<file path="config.mk">
export PLATFORM = sky130hd
export DESIGN_NAME = alu_exec_unit
export DESIGN_NICKNAME = d
export VERILOG_FILES = /design/src/rtl/alu_pkg.sv /design/src/rtl/alu_decode.sv /design/src/rtl/alu_exec_unit.sv
export SDC_FILE = /design/constraint.sdc
export NUM_CORES = 1
export LEC_CHECK = 0
export CAP_MARGIN = 10
export CELL_PAD_IN_SITES_DETAIL_PLACEMENT = 1
export CELL_PAD_IN_SITES_GLOBAL_PLACEMENT = 2
export CORE_MARGIN = 3
export CORE_UTILIZATION = 31
export DETAILED_ROUTE_END_ITERATION = 6
export PLACE_DENSITY_LB_ADDON = 0.1
export REMOVE_ABC_BUFFERS = 1
export SLEW_MARGIN = 25
export SYNTH_ARGS = -nofsm -noshare
export SYNTH_HDL_FRONTEND = slang
export SYNTH_SLANG_ARGS = --single-unit
</file>
<file path="constraint.sdc">
create_clock -name clk -period 3.9 [get_ports clk]
set_input_delay 0.78 -clock clk [delete_from_list [all_inputs] [get_ports clk]]
set_output_delay 0.78 -clock clk [all_outputs]
set_load 0.05 [all_outputs]
</file>
<file path="src/rtl/alu_pkg.sv">
// Shared types for the execute-stage ALU: control codes, operation classes and FSM states.
package alu_pkg;

  typedef enum logic [3:0] {
    CTRL_ADD  = 4'h0,
    CTRL_SUB  = 4'h1,
    CTRL_XOR  = 4'h2,
    CTRL_OR   = 4'h3,
    CTRL_AND  = 4'h4,
    CTRL_SLL  = 4'h5,
    CTRL_SRL  = 4'h6,
    CTRL_SRA  = 4'h7,
    CTRL_SLT  = 4'h8,
    CTRL_SLTU = 4'h9,
    CTRL_BEQ  = 4'hA,
    CTRL_BNE  = 4'hB,
    CTRL_BLT  = 4'hC,
    CTRL_BGE  = 4'hD,
    CTRL_BLTU = 4'hE,
    CTRL_BGEU = 4'hF
  } alu_ctrl_e;

  localparam logic [2:0] OP_R      = 3'b000;
  localparam logic [2:0] OP_I      = 3'b001;
  localparam logic [2:0] OP_LOAD   = 3'b010;
  localparam logic [2:0] OP_STORE  = 3'b011;
  localparam logic [2:0] OP_BRANCH = 3'b100;
  localparam logic [2:0] OP_JAL    = 3'b101;

  typedef enum logic [1:0] {
    IDLE  = 2'd0,
    SHIFT = 2'd1,
    MUL   = 2'd2,
    DONE  = 2'd3
  } exec_state_e;

  localparam logic [6:0] SRAI_IMM = 7'h20;

endpackage

</file>
<file path="src/rtl/alu_decode.sv">
// Combinational ALU control decoder; ALU_MUL_EN adds the fn7_0 multiply select on R-type.
module alu_decode
  import alu_pkg::*;
(
  input  logic       ex_en,
  input  logic [2:0] alu_op,
  input  logic [2:0] fn3,
  input  logic       fn7_5,
  input  logic       fn7_0,
  input  logic [6:0] imm11_5,
  output alu_ctrl_e  ctrl,
  output logic       illegal,
  output logic       is_shift,
  output logic       is_mul
);

`ifndef ALU_MUL_EN
  logic unused_fn7_0;
  assign unused_fn7_0 = fn7_0;
`endif

  always_comb begin
    ctrl     = CTRL_ADD;
    illegal  = 1'b0;
    is_shift = 1'b0;
    is_mul   = 1'b0;
    if (ex_en) begin
      case (alu_op)
        OP_R: begin
          case (fn3)
            3'b000:  ctrl = fn7_5 ? CTRL_SUB : CTRL_ADD;
            3'b001:  ctrl = CTRL_SLL;
            3'b010:  ctrl = CTRL_SLT;
            3'b011:  ctrl = CTRL_SLTU;
            3'b100:  ctrl = CTRL_XOR;
            3'b101:  ctrl = fn7_5 ? CTRL_SRA : CTRL_SRL;
            3'b110:  ctrl = CTRL_OR;
            default: ctrl = CTRL_AND;
          endcase
`ifdef ALU_MUL_EN
          if (fn7_0) begin
            ctrl    = CTRL_ADD;
            is_mul  = (fn3 == 3'b000);
            illegal = (fn3 != 3'b000);
          end
`endif
        end
        OP_I: begin
          case (fn3)
            3'b000: ctrl = CTRL_ADD;
            3'b001: ctrl = CTRL_SLL;
            3'b010: ctrl = CTRL_SLT;
            3'b011: ctrl = CTRL_SLTU;
            3'b100: ctrl = CTRL_XOR;
            3'b101: begin
              if (imm11_5 == 7'h00)          ctrl = CTRL_SRL;
              else if (imm11_5 == SRAI_IMM)  ctrl = CTRL_SRA;
              else                           illegal = 1'b1;
            end
            3'b110:  ctrl = CTRL_OR;
            default: ctrl = CTRL_AND;
          endcase
        end
        OP_LOAD:  illegal = !(fn3 inside {3'b000, 3'b001, 3'b010, 3'b100, 3'b101});
        OP_STORE: illegal = !(fn3 inside {3'b000, 3'b001, 3'b010});
        OP_BRANCH: begin
          case (fn3)
            3'b000:  ctrl = CTRL_BEQ;
            3'b001:  ctrl = CTRL_BNE;
            3'b100:  ctrl = CTRL_BLT;
            3'b101:  ctrl = CTRL_BGE;
            3'b110:  ctrl = CTRL_BLTU;
            3'b111:  ctrl = CTRL_BGEU;
            default: ctrl = CTRL_ADD;
          endcase
        end
        OP_JAL:  ctrl = CTRL_ADD;
        default: illegal = 1'b1;
      endcase
    end
    is_shift = (ctrl == CTRL_SLL) || (ctrl == CTRL_SRL) || (ctrl == CTRL_SRA);
  end

endmodule

</file>
<file path="src/rtl/alu_exec_unit.sv">
// Execute-stage ALU with valid/ready handshakes, optional iterative shifter (SHIFT_ITER)
// and optional shift-add multiplier enabled by the ALU_MUL_EN macro.
module alu_exec_unit
  import alu_pkg::*;
#(
  parameter int XLEN       = 32,
  parameter int SHIFT_ITER = 0
) (
  input  logic            clk,
  input  logic            rst,
  input  logic            ex_en,
  input  logic            in_valid,
  output logic            in_ready,
  input  logic [2:0]      alu_op,
  input  logic [2:0]      fn3,
  input  logic            fn7_5,
  input  logic            fn7_0,
  input  logic [6:0]      imm11_5,
  input  logic [XLEN-1:0] op_a,
  input  logic [XLEN-1:0] op_b,
  output logic            out_valid,
  input  logic            out_ready,
  output logic [XLEN-1:0] result,
  output logic [3:0]      ctrl_out,
  output logic            illegal
);

  localparam int SHW = $clog2(XLEN);
  localparam int CW  = SHW + 1;

  exec_state_e     state_q, state_d;
  logic [XLEN-1:0] res_q, res_d;
  alu_ctrl_e       ctrl_q, ctrl_d;
  logic            ill_q, ill_d;
  logic [CW-1:0]   cnt_q, cnt_d;

  alu_ctrl_e       dec_ctrl;
  logic            dec_ill, dec_shift, dec_mul;
  logic [SHW-1:0]  shamt;
  logic            accept;

  alu_decode u_decode (
    .ex_en    (ex_en),
    .alu_op   (alu_op),
    .fn3      (fn3),
    .fn7_5    (fn7_5),
    .fn7_0    (fn7_0),
    .imm11_5  (imm11_5),
    .ctrl     (dec_ctrl),
    .illegal  (dec_ill),
    .is_shift (dec_shift),
    .is_mul   (dec_mul)
  );

  function automatic logic [XLEN-1:0] alu_calc(alu_ctrl_e c, logic [XLEN-1:0] a,
                                               logic [XLEN-1:0] b);
    logic signed [XLEN-1:0] sa;
    logic signed [XLEN-1:0] sb;
    logic [SHW-1:0]         sh;
    logic [XLEN-1:0]        r;
    sa = a;
    sb = b;
    sh = b[SHW-1:0];
    r  = '0;
    case (c)
      CTRL_ADD:  r = a + b;
      CTRL_SUB:  r = a - b;
      CTRL_XOR:  r = a ^ b;
      CTRL_OR:   r = a | b;
      CTRL_AND:  r = a & b;
      CTRL_SLL:  r = a << sh;
      CTRL_SRL:  r = a >> sh;
      CTRL_SRA:  r = sa >>> sh;
      CTRL_SLT:  r[0] = (sa < sb);
      CTRL_SLTU: r[0] = (a < b);
      CTRL_BEQ:  r[0] = (a == b);
      CTRL_BNE:  r[0] = (a != b);
      CTRL_BLT:  r[0] = (sa < sb);
      CTRL_BGE:  r[0] = (sa >= sb);
      CTRL_BLTU: r[0] = (a < b);
      default:   r[0] = (a >= b);
    endcase
    return r;
  endfunction

  // One bit position per cycle; sra keeps replicating the original sign bit.
  function automatic logic [XLEN-1:0] shift_one(alu_ctrl_e c, logic [XLEN-1:0] v);
    case (c)
      CTRL_SLL: return {v[XLEN-2:0], 1'b0};
      CTRL_SRA: return {v[XLEN-1], v[XLEN-1:1]};
      default:  return {1'b0, v[XLEN-1:1]};
    endcase
  endfunction

`ifdef ALU_MUL_EN
  logic [XLEN-1:0] mpl_q, mpl_d;
  logic [XLEN-1:0] mcd_q, mcd_d;

  always_ff @(posedge clk) begin
    mpl_q <= mpl_d;
    mcd_q <= mcd_d;
  end
`else
  logic unused_mul;
  assign unused_mul = dec_mul;
`endif

  assign shamt     = op_b[SHW-1:0];
  assign in_ready  = (state_q == IDLE) || ((state_q == DONE) && out_ready);
  assign accept    = in_valid && in_ready;
  assign out_valid = (state_q == DONE);
  assign result    = res_q;
  assign ctrl_out  = ctrl_q;
  assign illegal   = ill_q;

  always_comb begin
    state_d = state_q;
    res_d   = res_q;
    ctrl_d  = ctrl_q;
    ill_d   = ill_q;
    cnt_d   = cnt_q;
`ifdef ALU_MUL_EN
    mpl_d   = mpl_q;
    mcd_d   = mcd_q;
`endif
    case (state_q)
      IDLE, DONE: begin
        if ((state_q == DONE) && out_ready) state_d = IDLE;
        if (accept) begin
          ctrl_d = dec_ctrl;
          ill_d  = dec_ill;
`ifdef ALU_MUL_EN
          mpl_d  = op_a;
          mcd_d  = op_b;
          if (dec_mul) begin
            res_d   = '0;
            cnt_d   = CW'(XLEN);
            state_d = MUL;
          end else
`endif
          if (dec_shift && (SHIFT_ITER != 0) && (shamt != '0)) begin
            res_d   = op_a;
            cnt_d   = CW'(shamt);
            state_d = SHIFT;
          end else begin
            res_d   = alu_calc(dec_ctrl, op_a, op_b);
            state_d = DONE;
          end
        end
      end
      SHIFT: begin
        res_d = shift_one(ctrl_q, res_q);
        cnt_d = cnt_q - 1'b1;
        if (cnt_q == CW'(1)) state_d = DONE;
      end
      default: begin
`ifdef ALU_MUL_EN
        if (mpl_q[0]) res_d = res_q + mcd_q;
        mpl_d = mpl_q >> 1;
        mcd_d = mcd_q << 1;
        cnt_d = cnt_q - 1'b1;
        if (cnt_q == CW'(1)) state_d = DONE;
`else
        state_d = IDLE;
`endif
      end
    endcase
  end

  always_ff @(posedge clk) begin
    if (rst) begin
      state_q <= IDLE;
      res_q   <= '0;
      ctrl_q  <= CTRL_ADD;
      ill_q   <= 1'b0;
      cnt_q   <= '0;
    end else begin
      state_q <= state_d;
      res_q   <= res_d;
      ctrl_q  <= ctrl_d;
      ill_q   <= ill_d;
      cnt_q   <= cnt_d;
    end
  end

endmodule
</file>
==> results by group, run 1 <==
Power
  • Net Switching: 0.00148 W
  • Comb pwr share: 0.696
  • Net Sw Frac: 0.483
  • Tot Pwr: 0.00307 W
  • Leakage: 6.71 nW
  • Clk pwr share: 0.158
  • Max VDD drop: 0.165 mV
  • Reg power frac: 0.147
  • P per Cell Area: 203 nW/um^2
  • Int Pwr: 0.00158 W

Run status
  • Outcome: finished, final reports clean

Global routing
  • Remaining Overflow, GRT: 0
  • Tot GR Track Use: 0.326
  • Vias in the first global route: 13864
  • Pin count of the biggest net entering global routing: 83
  • Initial antenna violation count: 1
  • First-pass GRT wire length: 90100 microns

Flow run
  • Max-cap violations: 0

Clock network
  • H-tree depth: 2
  • Num CTS Buffers: 5
  • CTS tree: yes
  • Clock tree buffer depth: 2
  • Clock net sink count: 38
  • CTS clk-pin slew, worst paths: 80 ps
  • Root buffer cell: clkbuf_16
  • Cts hold-fix bufs: 0
  • Later-pin clock latency in the skew report: 320 ps

STA
  • TNS Setup: 0 ps
  • Tmin final: 3790 ps
  • Fmax: 264 MHz
  • Fin crit share: 0.971
  • Relative slew margins: 0.352
  • Max Transition Viols Final: 0
  • RSZ-0062 raised after global routing: yes
  • Final Hold Fails: 0
  • Worst-margin pin slew: 969 ps
  • Hold_ws: 448 ps
  • Skew final: 7.38 ps
  • Final setup viols: 0

Place
  • Hpwl dp: 48100 microns
  • Placed cells: 2253
  • RePlAce Congestion: 0.974
  • Port Buffers: 121

Yosys
  • Yosys warns: 0
  • Synth Instances: 1452
  • Mapped cell area: 10600 sq um
  • XOR/XNOR share of the synthesized area: 0.00899
  • Number of synthesized flops with an enable pin: 0
  • Mux cell area share after synthesis: 0.170
  • Synthesized area per cell: 7.28 sq um
  • Fraction of registers with async set/reset: 0
  • Simple-gate share of the synthesized area: 0.203
  • Flip-flop and latch count after synthesis: 38
  • Largest family of logic cells by synthesized area: compound AO/OA/AOI/OAI gates
  • Synth unique cells: 91
  • Post-synthesis compound-gate area fraction: 0.332
  • Main synth FF type: dfxtp_1
  • Adder-cell share of the synthesized area: 0.126
  • Sequential fraction of the synthesis area: 0.0719

Route
  • 1st-pass router iterations: 5
  • Initial DRC Count: 1316
  • DRC viols: 0
  • Number of vias per cell: 6.06
  • Post-Route WL: 60600 microns
  • Post-route ant nets: 0
  • Wire per inst: 26.8 microns
  • DR vias: 13713

Floorplan
  • Starting Density: 0.315
  • Row count: 67
  • I/O pin count: 123
  • Die height: 191 microns
  • Die ar.: 36400 sq um
  • Core area: 33600 sq um
  • DIE WIDTH: 191 microns

Layout
  • Fin nets: 2004
  • Area grow syn2layout: 43.0%
  • Fillers: 4140
  • Area of the multi-input gates: 9200 sq um
  • Reg area: 761 sq um
  • Final cell count without fillers: 2263
  • Layout cell share with drive strength beyond 1: 0.288
  • Ant. Diodes: 0

Critical path
  • Buffers & Inverters on Critical Path: 4
  • CP Max Fanout: 21
  • Worst path most repeated cell: buf_4
  • Max stage delay on crit path: 540 ps
  • Crit path max-delay cell type: a2111oi_0
  • Setup crit end kind: flip-flop
  • Top cell family by delay on the critical path: compound AO/OA/AOI/OAI gates
  • Setup crit start kind: input pin
  • CP cell instances: clkdlybuf4s50_1, ha_1, nor4b_2, a22oi_1, o2bb2ai_2, nor3_2, buf_12, buf_4, a2111oi_0, buf_4, o21ai_0, o2111ai_1, a311oi_1, a31oi_1
  • CP Class: input pin to flip-flop
  • Worst EP arrival: 4030 ps
  • Critical Path RT: 4140 ps

Worst hold path
  • Hold Path Class: flip-flop to flip-flop
==> layout make-up <==
| cell class | count | area share |
|---|---|---|
| well taps | 448 | 0.0371 |
| repair buffers | 479 | 0.268 |
| multi-input cells | 1184 | 0.609 |
| clock buffers | 6 | 0.00918 |
| inverters | 108 | 0.0268 |
| flip-flops and latches | 38 | 0.0503 |
==> cell usage after synthesis, types with 11 or more instances <==
master    number  area [sq um]
nor2_1       151           567
nand2_1      138           518
inv_1        103           387
ha_1         102          1280
a21oi_1       96           480
o21ai_0       71           355
clkbuf_1      67           251
mux4_2        53          1190
mux2i_1       43           430
dfxtp_1       38           761
buf_2         37           185
nor3_1        31           155
nand3_1       30           150
o21ai_1       29           145
a211oi_1      27           203
a221oi_1      25           219
a31oi_1       21           131
o211ai_1      19           143
a21o_1        17           128
nor2b_1       16           100
mux2_2        14           158
o21bai_1      13          97.6
or3_1         13          81.3
and3_1        12          75.1
buf_1         12          45.0
nand2b_1      12          75.1
o221ai_1      12           105
o31ai_1       12          90.1
nor4_1        11          68.8
o22ai_1       11          68.8
==> path summary, 6_finish.rpt <==
| check | endpoint | startpoint | slack [ps] | cells past startpoint |
|---|---|---|---|---|
| max | result[30]$_SDFFE_PP0P_ | fn3[1] | 110 | 14 |
| min | result[5]$_SDFFE_PP0P_ | result[5]$_SDFFE_PP0P_ | 450 | 2 |
| max reg2reg | result[18]$_SDFFE_PP0P_ | state_q[0]$_SDFFE_PP0P_ | 1900 | 8 |
| min reg2reg | result[5]$_SDFFE_PP0P_ | result[5]$_SDFFE_PP0P_ | 450 | 2 |
==> what timing repair did <==
action,4_1_cts,5_1_grt
pin swaps,1,17
setup buffers,0,4
setup endpoints to repair,13,21
gates resized for setup,16,56
==> metal layers <==
layer | track usage | wire length [microns] | vias to the layer above
met5 | 0 | 0 | -
met3 | 0.0561 | 4560 | 80
met1 | 0.451 | 26600 | 6852
li1 | - | - | 6195
met4 | 0.0785 | 1630 | 0
met2 | 0.530 | 27800 | 586
==> worst min-delay path: stages, from the launching register on <==
cell,delay (ps)
dfxtp_1,310
nand2_1,50
o21ai_1,50
==> registers in the layout, summed over array words and instances, names as in the netlist <==
name	count
ctrl_out	4
result	32
state_q	1
illegal	1
==> cell families after synthesis <==
| kind of cell | Yosys count |
|---|---|
| compound gates | 500 |
| xor+xnor | 10 |
| fa+ha+maj | 105 |
| buf+inv | 230 |
| flops | 38 |
| mux | 111 |
| simple gates | 458 |
==> power groups by stage <==
stage / combinational, W / clock (W) / sequential (W)
after floorplan: 0.000901 / 0 / 0.000571
after global placement: 0.00201 / 0 / 0.000457
after detailed placement: 0.00204 / 0 / 0.000458
after CTS: 0.00206 / 0.000491 / 0.000449
after global routing: 0.00228 / 0.000502 / 0.000453
final: 0.00213 / 0.000484 / 0.000449
==> cells in the final DEF (no fill, tap or decap), drive strengths merged, types with 20 or more instances in the layout <==
cell             n
nor2           151
nor3            33
ha             102
a21oi           96
a221oi          25
o211ai          20
mux2i           43
a31oi           21
mux4            53
dfxtp           38
clkdlybuf4s50  101
buf            363
nand3           30
inv            105
a211oi          27
o21ai          100
nand2          138
==> stage by stage <==
stage	instance area, sq um	setup WS [ps]	utilization
2_1_floorplan	10000	-203	-
4_1_cts	14800	-6.89	0.442
6_report	15100	112	0.450
5_1_grt	15100	-56.9	0.450
3_3_place_gp	14600	-540	0.435
3_5_place_dp	14600	-578	0.435
Note: power is estimated with default switching activity, not from simulation.
==> inputs of run 2 (changes only) <==
Settings changed: PLACE_DENSITY set to 0.87, PLACE_DENSITY_LB_ADDON 0.1 to not set, RECOVER_POWER set to 25.
==> run 2 against run 1 <==
Final cell count fell by 2.0%. Critical path type unchanged. Global-route usage decreased by 0.53 points. Sequential power about the same. Sequential share of layout area increased by 0.12 points. Die area did not move. Clock skew shrank 2.8 ps. Final area decreased by 2.3%. Worst hold slack got worse by 1.3 ps. Clock power is 29% higher. Largest power group unchanged. Register-to-register slack worse by 130 ps. Power is 3.4% higher. Via count is 0.93% higher.
==> results by group, run 2 (synthesis results as in run 1) <==
Run status
  • Outcome: finished, final reports clean (unchanged)

Floorplan
  • Starting Density: 0.315 (unchanged)
  • Die height: 191 microns (unchanged)
  • DIE WIDTH: 191 microns (unchanged)
  • Core area: 33600 sq um (unchanged)
  • I/O pin count: 123 (unchanged)
  • Die ar.: 36400 sq um (unchanged)
  • Row count: 67 (unchanged)

Critical path
  • Worst EP arrival: 4060 ps (was 4030 ps)
  • Critical Path RT: 4140 ps (about the same)
  • Setup crit start kind: input pin (unchanged)
  • CP Max Fanout: 3 (was 21)
  • CP cell instances: clkdlybuf4s50_1, inv_1, ha_1, or3_1, nand4b_1, or3_1, or3_4, xnor2_2, a21oi_1, a21boi_2, o211ai_2, a31o_1 (was clkdlybuf4s50_1, ha_1, nor4b_2, a22oi_1, o2bb2ai_2, nor3_2, buf_12, buf_4, a2111oi_0, buf_4, o21ai_0, o2111ai_1, a311oi_1, a31oi_1)
  • Crit path max-delay cell type: clkdlybuf4s50_1 (was a2111oi_0)
  • Worst path most repeated cell: or3_1 (was buf_4)
  • Max stage delay on crit path: 500 ps (was 540 ps)
  • CP Class: input pin to flip-flop (unchanged)
  • Setup crit end kind: flip-flop (unchanged)

Global routing
  • First-pass GRT wire length: 89100 microns (was 90100 microns)
  • Tot GR Track Use: 0.321 (was 0.326)
  • Remaining Overflow, GRT: 0 (unchanged)
  • Pin count of the biggest net entering global routing: 73 (was 83)
  • Vias in the first global route: 14253 (was 13864)
  • Initial antenna violation count: 0 (was 1)

Route
  • 1st-pass router iterations: 6 (was 5)
  • DR vias: 13841 (was 13713)
  • Post-Route WL: 59600 microns (was 60600 microns)
  • Number of vias per cell: 6.24 (was 6.06)
  • Post-route ant nets: 0 (unchanged)
  • Initial DRC Count: 1437 (was 1316)
  • DRC viols: 0 (unchanged)
  • Wire per inst: 26.9 microns (was 26.8 microns)

STA
  • Relative slew margins: 0.332 (was 0.352)
  • Tmin final: 3830 ps (was 3790 ps)
  • Max Transition Viols Final: 0 (unchanged)
  • Worst-margin pin slew: 998 ps (was 969 ps)
  • Hold_ws: 447 ps (was 448 ps)
  • Final Hold Fails: 0 (unchanged)
  • Fmax: 261 MHz (was 264 MHz)
  • RSZ-0062 raised after global routing: no (was yes)
  • Final setup viols: 0 (unchanged)
  • Fin crit share: 0.981 (was 0.971)
  • TNS Setup: 0 ps (unchanged)
  • Skew final: 4.58 ps (was 7.38 ps)
  • Worst setup margin: 74.4 ps (was 112 ps)

Place
  • Hpwl dp: 46500 microns (was 48100 microns)
  • Placed cells: 2205 (was 2253)
  • Port Buffers: 121 (unchanged)
  • RePlAce Congestion: 0.983 (was 0.974)
  • Dpl ws: -536 ps (was -578 ps)

Clock network
  • Clock tree buffer depth: 2 (unchanged)
  • Cts hold-fix bufs: 0 (unchanged)
  • Clock net sink count: 38 (unchanged)
  • Root buffer cell: clkbuf_16 (unchanged)
  • CTS tree: yes (unchanged)
  • Num CTS Buffers: 5 (unchanged)
  • H-tree depth: 2 (unchanged)
  • CTS clk-pin slew, worst paths: 80 ps (about the same)
  • Later-pin clock latency in the skew report: 340 ps (was 320 ps)

Worst hold path
  • Hold Path Class: flip-flop to flip-flop (unchanged)

Layout
  • Layout cell share with drive strength beyond 1: 0.260 (was 0.288)
  • Reg area: 761 sq um (unchanged)
  • Area grow syn2layout: 39.7% (was 43.0%)
  • Largest register FFs: 32 (unchanged)
  • Commonest non-fill, non-tap cells in the layout: 297 x buf_4, 148 x nor2_1, 138 x nand2_1 (was 346 x buf_4, 149 x nor2_1, 138 x nand2_1)
  • Commonest non-fill, non-tap cell in the layout: buf_4 (unchanged)
  • Fin nets: 1957 (was 2004)
  • Ant. Diodes: 0 (unchanged)
  • Area of the multi-input gates: 9130 sq um (was 9200 sq um)
  • Fillers: 4136 (was 4140)
  • Final cell count without fillers: 2218 (was 2263)

Power
  • Tot Pwr: 0.00317 W (was 0.00307 W)
  • P per Cell Area: 215 nW/um^2 (was 203 nW/um^2)
  • Max VDD drop: 0.268 mV (was 0.165 mV)
  • Leakage: 6.50 nW (was 6.71 nW)

Flow run
  • Max-cap violations: 0 (unchanged)
-- run 2: changes by cell type in the layout (fill, tap and decap cells not counted), sizes merged --
cell           before  now
dlymetal6s2s       14    8
bufinv              0    2
clkdlybuf4s50     101   89
clkinv              3    4
buf               363  316
clkbuf              6    5
dlygate4sd3         0   18
-- run 2: worst paths after layout --
| kind | from | endpoint | slack, ps | depth (start not counted) |
|---|---|---|---|---|
| setup / recovery | op_b[23] | result[0]$_SDFFE_PP0P_ | 70 | 12 |
| hold / removal | result[10]$_SDFFE_PP0P_ | result[10]$_SDFFE_PP0P_ | 450 | 2 |
| setup reg to reg | state_q[0]$_SDFFE_PP0P_ | result[17]$_SDFFE_PP0P_ | 1770 | 6 |
| hold reg to reg | result[10]$_SDFFE_PP0P_ | result[10]$_SDFFE_PP0P_ | 450 | 2 |
-- run 2: cell type report --
cell class              instances  area share
multi-input cells            1184       0.618
repair buffers                432       0.252
clock inverters                 3     0.00466
clock buffers                   5     0.00847
well taps                     448      0.0380
inverters                     108      0.0274
flip-flops and latches         38      0.0515
-- run 2: layer usage --
metal	global-route usage	part of all wire
met5	0	0
met4	0.130	0.044
met3	0.0757	0.093
met2	0.516	0.45
met1	0.414	0.41
-- run 2: power breakdown --
group	switching (W)	internal, W	total (W)	leakage (nW)
combinational	0.00122	0.000879	0.00210	6.10
sequential	0.0000242	0.000423	0.000447	0.312
clock	0.000253	0.000370	0.000623	0.0940
-- run 2: critical path: cells and delay by family --
family / cells / cell delay (ps)
simple gates: 4 / 1610
xor+xnor: 1 / 130
compound gates: 4 / 650
fa+ha+maj: 1 / 300
buf+inv: 2 / 570
-- run 2: repair_timing --
action,CTS,global route
endpoints found under the setup margin,11,20
buffers inserted,1,4
gates resized for setup,14,34
pin swaps,3,17
-- run 2: metrics by stage --
step | cell area [sq um] | utilization
2_1_floorplan | 10000 | -
5_1_grt | 14800 | 0.439
4_1_cts | 14600 | 0.433
6_report | 14800 | 0.439
3_5_place_dp | 14300 | 0.425
3_3_place_gp | 14300 | 0.425
